**src/rtl/gcd_pkg.sv**
```systemverilog
// Shared definitions for the GCD requester: default widths, watchdog limit
// and the requester FSM state encoding.
package gcd_pkg;

    localparam int GCD_W       = 16;
    localparam int GCD_TIMEOUT = 65535;

    typedef enum logic [2:0] {
        IDLE      = 3'd0,
        ISSUE     = 3'd1,
        WAIT_DONE = 3'd2,
        DRAIN     = 3'd3,
        RESULT    = 3'd4
    } state_t;

endpackage

```
**src/rtl/gcd_requester.sv**
```systemverilog
// Initiator side of the GCD start/done interface: issues one operand pair to the
// core, captures the result (or a watchdog timeout) and hands it downstream.
module gcd_requester
    import gcd_pkg::*;
#(
    parameter int W       = GCD_W,
    parameter int TIMEOUT = GCD_TIMEOUT
) (
    input  logic         clk,
    input  logic         rst,
    input  logic         in_valid,
    output logic         in_ready,
    input  logic [W-1:0] in_a,
    input  logic [W-1:0] in_b,
    output logic         core_start,
    output logic [W-1:0] core_a,
    output logic [W-1:0] core_b,
    input  logic         core_done,
    input  logic [W-1:0] core_gcd,
    output logic         out_valid,
    input  logic         out_ready,
    output logic [W-1:0] out_gcd,
    output logic [W-1:0] out_a,
    output logic [W-1:0] out_b,
    output logic         out_timeout,
    output logic         busy
);

    localparam int              WD_W    = $clog2(TIMEOUT + 1);
    localparam logic [WD_W-1:0] WD_LAST = WD_W'(TIMEOUT - 1);
    localparam logic [WD_W-1:0] WD_MAX  = '1;

    state_t          state;
    logic [WD_W-1:0] watchdog;

    // NOTE: in_ready/busy are plain decodes of the registered state, so no latch
    // and no extra cycle of delay; every other output is a register below.
    assign in_ready = (state == IDLE);
    assign busy     = (state != IDLE);

    always_ff @(posedge clk or posedge rst) begin
        if (rst) begin
            state       <= IDLE;
            watchdog    <= '0;
            core_start  <= 1'b0;
            core_a      <= '0;
            core_b      <= '0;
            out_valid   <= 1'b0;
            out_gcd     <= '0;
            out_a       <= '0;
            out_b       <= '0;
            out_timeout <= 1'b0;
        end else begin
            case (state)
                IDLE: begin
                    if (in_valid) begin
                        core_a     <= in_a;
                        core_b     <= in_b;
                        out_a      <= in_a;
                        out_b      <= in_b;
                        core_start <= 1'b1;
                        state      <= ISSUE;
                    end
                end
                ISSUE: begin
                    core_start <= 1'b0;
                    watchdog   <= '0;
                    state      <= WAIT_DONE;
                end
                WAIT_DONE: begin
                    if (watchdog != WD_MAX) begin
                        watchdog <= watchdog + WD_W'(1);
                    end
                    // A real result wins over a timeout landing on the same cycle.
                    if (core_done) begin
                        out_gcd     <= core_gcd;
                        out_timeout <= 1'b0;
                        state       <= DRAIN;
                    end else if (watchdog == WD_LAST) begin
                        out_gcd     <= '0;
                        out_timeout <= 1'b1;
                        state       <= DRAIN;
                    end
                end
                DRAIN: begin
                    // Hold off until the core's done window closes so the next
                    // start is not issued while the core would ignore it.
                    if (!core_done) begin
                        out_valid <= 1'b1;
                        state     <= RESULT;
                    end
                end
                RESULT: begin
                    if (out_ready) begin
                        out_valid <= 1'b0;
                        state     <= IDLE;
                    end
                end
                default: state <= IDLE;
            endcase
        end
    end

endmodule

```
**config.mk**
```make
export PLATFORM = sky130hd
export DESIGN_NAME = gcd_requester
export DESIGN_NICKNAME = d
export VERILOG_FILES = /design/src/rtl/gcd_pkg.sv /design/src/rtl/gcd_requester.sv
export SDC_FILE = /design/constraint.sdc
export NUM_CORES = 1
export LEC_CHECK = 0
export ABC_CLOCK_PERIOD_IN_PS = 3500
export BUFFER_PORTS_ARGS = -buffer_cell sky130_fd_sc_hd__buf_2
export CORE_ASPECT_RATIO = 1.5
export CORE_MARGIN = 3
export CORE_UTILIZATION = 31
export DETAILED_ROUTE_END_ITERATION = 6
export GPL_TIMING_DRIVEN = 0
export PLACE_DENSITY = 0.57
export REMOVE_ABC_BUFFERS = 1
export SYNTH_ARGS = -nofsm -noshare
export SYNTH_HDL_FRONTEND = slang
export SYNTH_SLANG_ARGS = --single-unit
```
**constraint.sdc**
```tcl
create_clock -name clk -period 3.5 [get_ports clk]
set_input_delay 0.35 -clock clk [delete_from_list [all_inputs] [get_ports clk]]
set_output_delay 0.35 -clock clk [all_outputs]
set_load 0.01 [all_outputs]
```
* Yosys cells after proc, flatten, opt, wreduce, memory -nomap -nowiden
Index checks and enable logic that the tools add are counted.
** Cells by class
- $add $sub $neg :: 1
- Multipliers :: 0
- Div/mod/pow operators :: 0
- Magnitude comparators :: 0
- Equal/unequal tests :: 11
- Shift operators :: 0
- Mux-type cells :: 17
- Bitwise operators :: 0
- Reductions and logical operators :: 12
** Operators by type and width (number)
- two-way mux 16 bit :: 3
- case mux 16 bit (2 select lines) :: 1
- adder 16 x 1 -> 16 bit, second input constant :: 1
- == test 16 bit, second input constant :: 1
- inequality test 16 bit, second input constant :: 1
- two-way mux 3 bit :: 5
- case mux 3 bit (5 select lines) :: 1
- inequality test 2 bit, second input constant :: 4
- AND reduction 2 bit :: 4
- nonzero test 2 bit :: 4
- == test 3 x 2 -> 1 bit, second input constant :: 2
- two-way mux 1 bit :: 5
- case mux 1 bit (2 select lines) :: 2
- AND reduction 4 bit :: 1
- == test 3 x 1 -> 1 bit, second input constant :: 1
- == test 3 bit, second input constant :: 1
- zero test 3 bit :: 1
- inequality test 3 bit, second input constant :: 1
- AND reduction 3 bit :: 1
- nonzero test 3 bit :: 1
** Storage, ports and cells
- Flip-flop bits (word level) :: 70
- Bits in latches :: 0
- Memory bits (writable) :: 0
- ROM bits :: 0
- Input port bits :: 53
- Memories :: 0

* Logic depth before layout (Yosys ltp)
- Depth after elaboration :: 4
- Mapped depth :: 8
- Gate-level depth less buffers :: 6

* Worst setup path before layout
No wires, ideal clock.
- Path type :: register -> register
- From :: reg state[1]
- To :: reg out_a[0]
- Library setup time :: 125 ps
- Data arrival time :: 1500 ps
- Data required time :: 3375 ps
- Path slack :: 1875 ps
- Cell stages (with the launch flop) :: 9
- Clock period less this slack :: 1625 ps
- Path through :: dfrtp_1 > buf_4 > nor2_2 > nand2_2 > inv_2 > and2_4 > buf_6 > buf_6 > mux2_4
** On the way
- Word-level cells in the longest chain between the ends :: 2
** RTL lines
- start, declared :: line gcd_requester.sv:33 : state_t state;
- start signal, assigned :: line gcd_requester.sv:43 : state <= IDLE;
- start signal, assigned :: line gcd_requester.sv:62 : state <= ISSUE;
- start signal, assigned :: line gcd_requester.sv:68 : state <= WAIT_DONE;
- zero test 3 bit
- net in_ready :: line gcd_requester.sv:12 : output logic in_ready,
- AND reduction 2 bit (no source line)
- end signal, assigned :: line gcd_requester.sv:59 : out_a <= in_a;
- end, declared :: line gcd_requester.sv:23 : output logic [W-1:0] out_a,
The timed path passes the listed nets, and every way through them passes these cells.
A chain may end at the register's enable or synchronous reset.

* Final worst setup path
- From :: reg state[0]
- To :: reg out_a[13]
** On the way
- Word-level cells in the longest chain between the ends :: 2
** RTL lines
- zero test 3 bit :: line gcd_requester.sv:54 : case (state)
- AND reduction 2 bit (no source line)
No other way between the ends.

==> results.sh <==
export IMPL_status="finished, final reports clean"
export IMPL_cts_root_buf="clkbuf_16"
export IMPL_via_count=2365
export IMPL_ys_warn_count=0
export IMPL_numCtsBuffers=9
export IMPL_core_um2=10360
export IMPL_cp_end_kind="register"
export IMPL_clk_pin_slew_ns=0.06
export IMPL_power_total_mw=3.784
export IMPL_drive_above_1_share_pct=53.74
export IMPL_syn_inst=262
export IMPL_synth_edf_count=0
export IMPL_maxSlewViolCount=0
export IMPL_synth_area_leaders="dfrtp_1, mux2_4, buf_4"
export IMPL_finalSetupTns_ns=0
export IMPL_grt_pass1_wl_mm=11.98
export IMPL_wl_per_cell_um=14.07
export IMPL_fmax_mhz=539.0
export IMPL_fin_skew_ns=0.007800
export IMPL_grt_pass1_vias=2320
export IMPL_cts_resized_gates=0
export IMPL_crit_arrival_ns=2.06
export IMPL_cts_tree="built"
export IMPL_ant_nets=0
export IMPL_powerDensity_nw_per_um2=906.5
export IMPL_relSlewSlack_pct=42.50
export IMPL_clk_latency_ns=0.33
export IMPL_detailed_place_hpwl_mm=5.216
export IMPL_die_w_um=90.89
export IMPL_worst_ep_required_time_ns=3.70
export IMPL_first_pass_iters=4
export IMPL_ctsHoldBuffers=0
export IMPL_ys_seq_area_share_pct=52.28
export IMPL_cap_violations=0
export IMPL_synth_async_reset_ratio_pct=100.0
export IMPL_gp_congestion=0.7819
export IMPL_fin_util_pct=40.29
export IMPL_cts_sinks=70
export IMPL_nNetsFinal=424
export IMPL_period_share_pct=53.01
export IMPL_initial_utilization_pct=32.34
export IMPL_htreeDepth=3
export IMPL_viasPerCell=4.592
export IMPL_fin_crit_ns=1.855
export IMPL_grt_usage_pct=12.27
export IMPL_globalRouteOverflowTotal=0
export IMPL_ys_top_cells_by_count="dfrtp_1, buf_4, mux2_4"
export IMPL_drtIter0Drc=63
export IMPL_synth_area_leader_cell="dfrtp_1"
export IMPL_synth_top_area_share_pct=52.28
export IMPL_tightest_slew_ns=0.8625
export IMPL_yosys_register_bits=70
export IMPL_hp_class="input port to asynchronous set/reset pin"
export IMPL_postCtsSetupBuffers=0
export IMPL_peakVddDrop_v=0.0003807
export IMPL_synth_area_um2=3351
export IMPL_area_delta_synth_final_pct=24.57
export IMPL_setup_violations=0
export IMPL_antenna_found_initial=0
export IMPL_routed_wl_mm=7.246
export IMPL_synth_most_common_cell="dfrtp_1"
export IMPL_synth_cell_types=49
export IMPL_dominantRegCellSynth="dfrtp_1"
export IMPL_avgSynthCellArea_um2=12.79
export IMPL_worstPathMaxFanout=34
export IMPL_dieArea_um2=12120
export IMPL_n_antenna_cell=0
export IMPL_crit_type="register to register"
export IMPL_cp_start_kind="register"
export IMPL_leakage_nw=2.054
export IMPL_fp_row_count=45
export IMPL_drc=0
export IMPL_clock_path_buffers=2
export IMPL_grt_max_degree=71
export IMPL_hold_viol=0
export IMPL_rsz0062_at_grt="no"
export IMPL_io_pins=138
export IMPL_numPortBuffers=137
export IMPL_die_h_um=133.3
==> worst max-delay path: stages (launching register included) <==
cell and delay (ns):
dfrtp_1 0.47, nor2_2 0.20, nand2_2 0.08, inv_2 0.05, and2_4 0.50, mux2_2 0.41
==> layout make-up <==
cell class              instances  area, µm²
clock buffers                  13      260.3
clock inverters                 3      18.77
fillers                      1064       6186
inverters                       5      21.27
multi-input cells             146       1260
flip-flops and latches         70       1752
well taps                     141      176.4
repair buffers                137      685.7
==> final timing paths <==
| path | startpoint | endpoint | slack, ns | cells after the start |
|---|---|---|---|---|
| setup / recovery | state[0] | out_a[13] | 1.64 | 5 |
| hold / removal | rst | out_a[7] | 0.22 | 2 |
| setup reg to reg | state[0] | out_a[13] | 1.64 | 5 |
| hold reg to reg | core_start | core_start | 0.48 | 1 |
| max in group asynchronous | rst | out_gcd[14] | 2.73 | 2 |
| min in group clk | in_b[4] | out_b[4] | 0.25 | 2 |
==> power by group <==
part | leakage [nW] | internal [mW] | switching (mW) | total (mW)
Clock | 0.140 | 0.517 | 0.322 | 0.839
Sequential | 0.868 | 1.14 | 0.263 | 1.40
Combinational | 1.05 | 0.791 | 0.751 | 1.54
Total | 2.05 | 2.45 | 1.33 | 3.78
==> placed cells by master (no fill, tap or decap), drive strengths merged, types with 2 or more instances in the layout <==
| master | netlist | layout |
|---|---|---|
| buf | 40 | 137 |
| dfrtp | 70 | 70 |
| mux2 | 32 | 32 |
| a22o | 16 | 16 |
| nand2 | 15 | 15 |
| clkbuf | 1 | 13 |
| a21oi | 9 | 9 |
| o21ai | 9 | 9 |
| nand3 | 8 | 8 |
| mux2i | 6 | 6 |
| or3 | 6 | 6 |
| nor3 | 6 | 6 |
| nor2 | 6 | 6 |
| inv | 5 | 5 |
| and4 | 3 | 3 |
| and2 | 3 | 3 |
| clkinv | 0 | 3 |
| nand4 | 3 | 3 |
| o31ai | 2 | 2 |
| or4 | 2 | 2 |
| o2111ai | 2 | 2 |
| ha | 2 | 2 |
| nor4 | 2 | 2 |
==> flip-flops by register name, indices dropped and copies added, names as in the netlist <==
name	cells
out_a	16
out_b	16
out_gcd	16
watchdog	16
state	3
core_start	1
out_timeout	1
out_valid	1
==> per-stage QoR <==
stage | worst slack (ns) | hold WS [ns] | instance area (µm²) | std cells
finish | 1.645 | 0.2219 | 4174 | 515
global route | 1.502 | 0.2342 | 4174 | 515
detailed placement | 1.640 | 0.4639 | 3895 | 499
CTS | 1.633 | 0.2343 | 4174 | 515
floorplan | 1.382 | 0.4350 | 3030 | 221
global placement | 0.4404 | 0.4614 | 3892 | 499
==> kinds of logic (layout without fill, tap and decap cells) <==
| group | Yosys count | count (layout) | synth area share [%] |
|---|---|---|---|
| mux | 38 | 38 | 14.79 |
| buf+inv | 46 | 158 | 10.12 |
| xor+xnor | 1 | 1 | 0.2614 |
| fa+ha+maj | 2 | 2 | 0.7467 |
| flops | 70 | 70 | 52.28 |
| compound gates | 44 | 44 | 9.709 |
| simple gates | 61 | 61 | 12.10 |
==> per-layer routing <==
layer,GRT usage [%],routed length [µm],vias up
li1,-,-,1135
met1,14.10,2898,1157
met2,20.97,3848,65
met3,3.107,348,8
met4,6.376,150,0
met5,0,0,-
(Power assumes the default switching activity.)
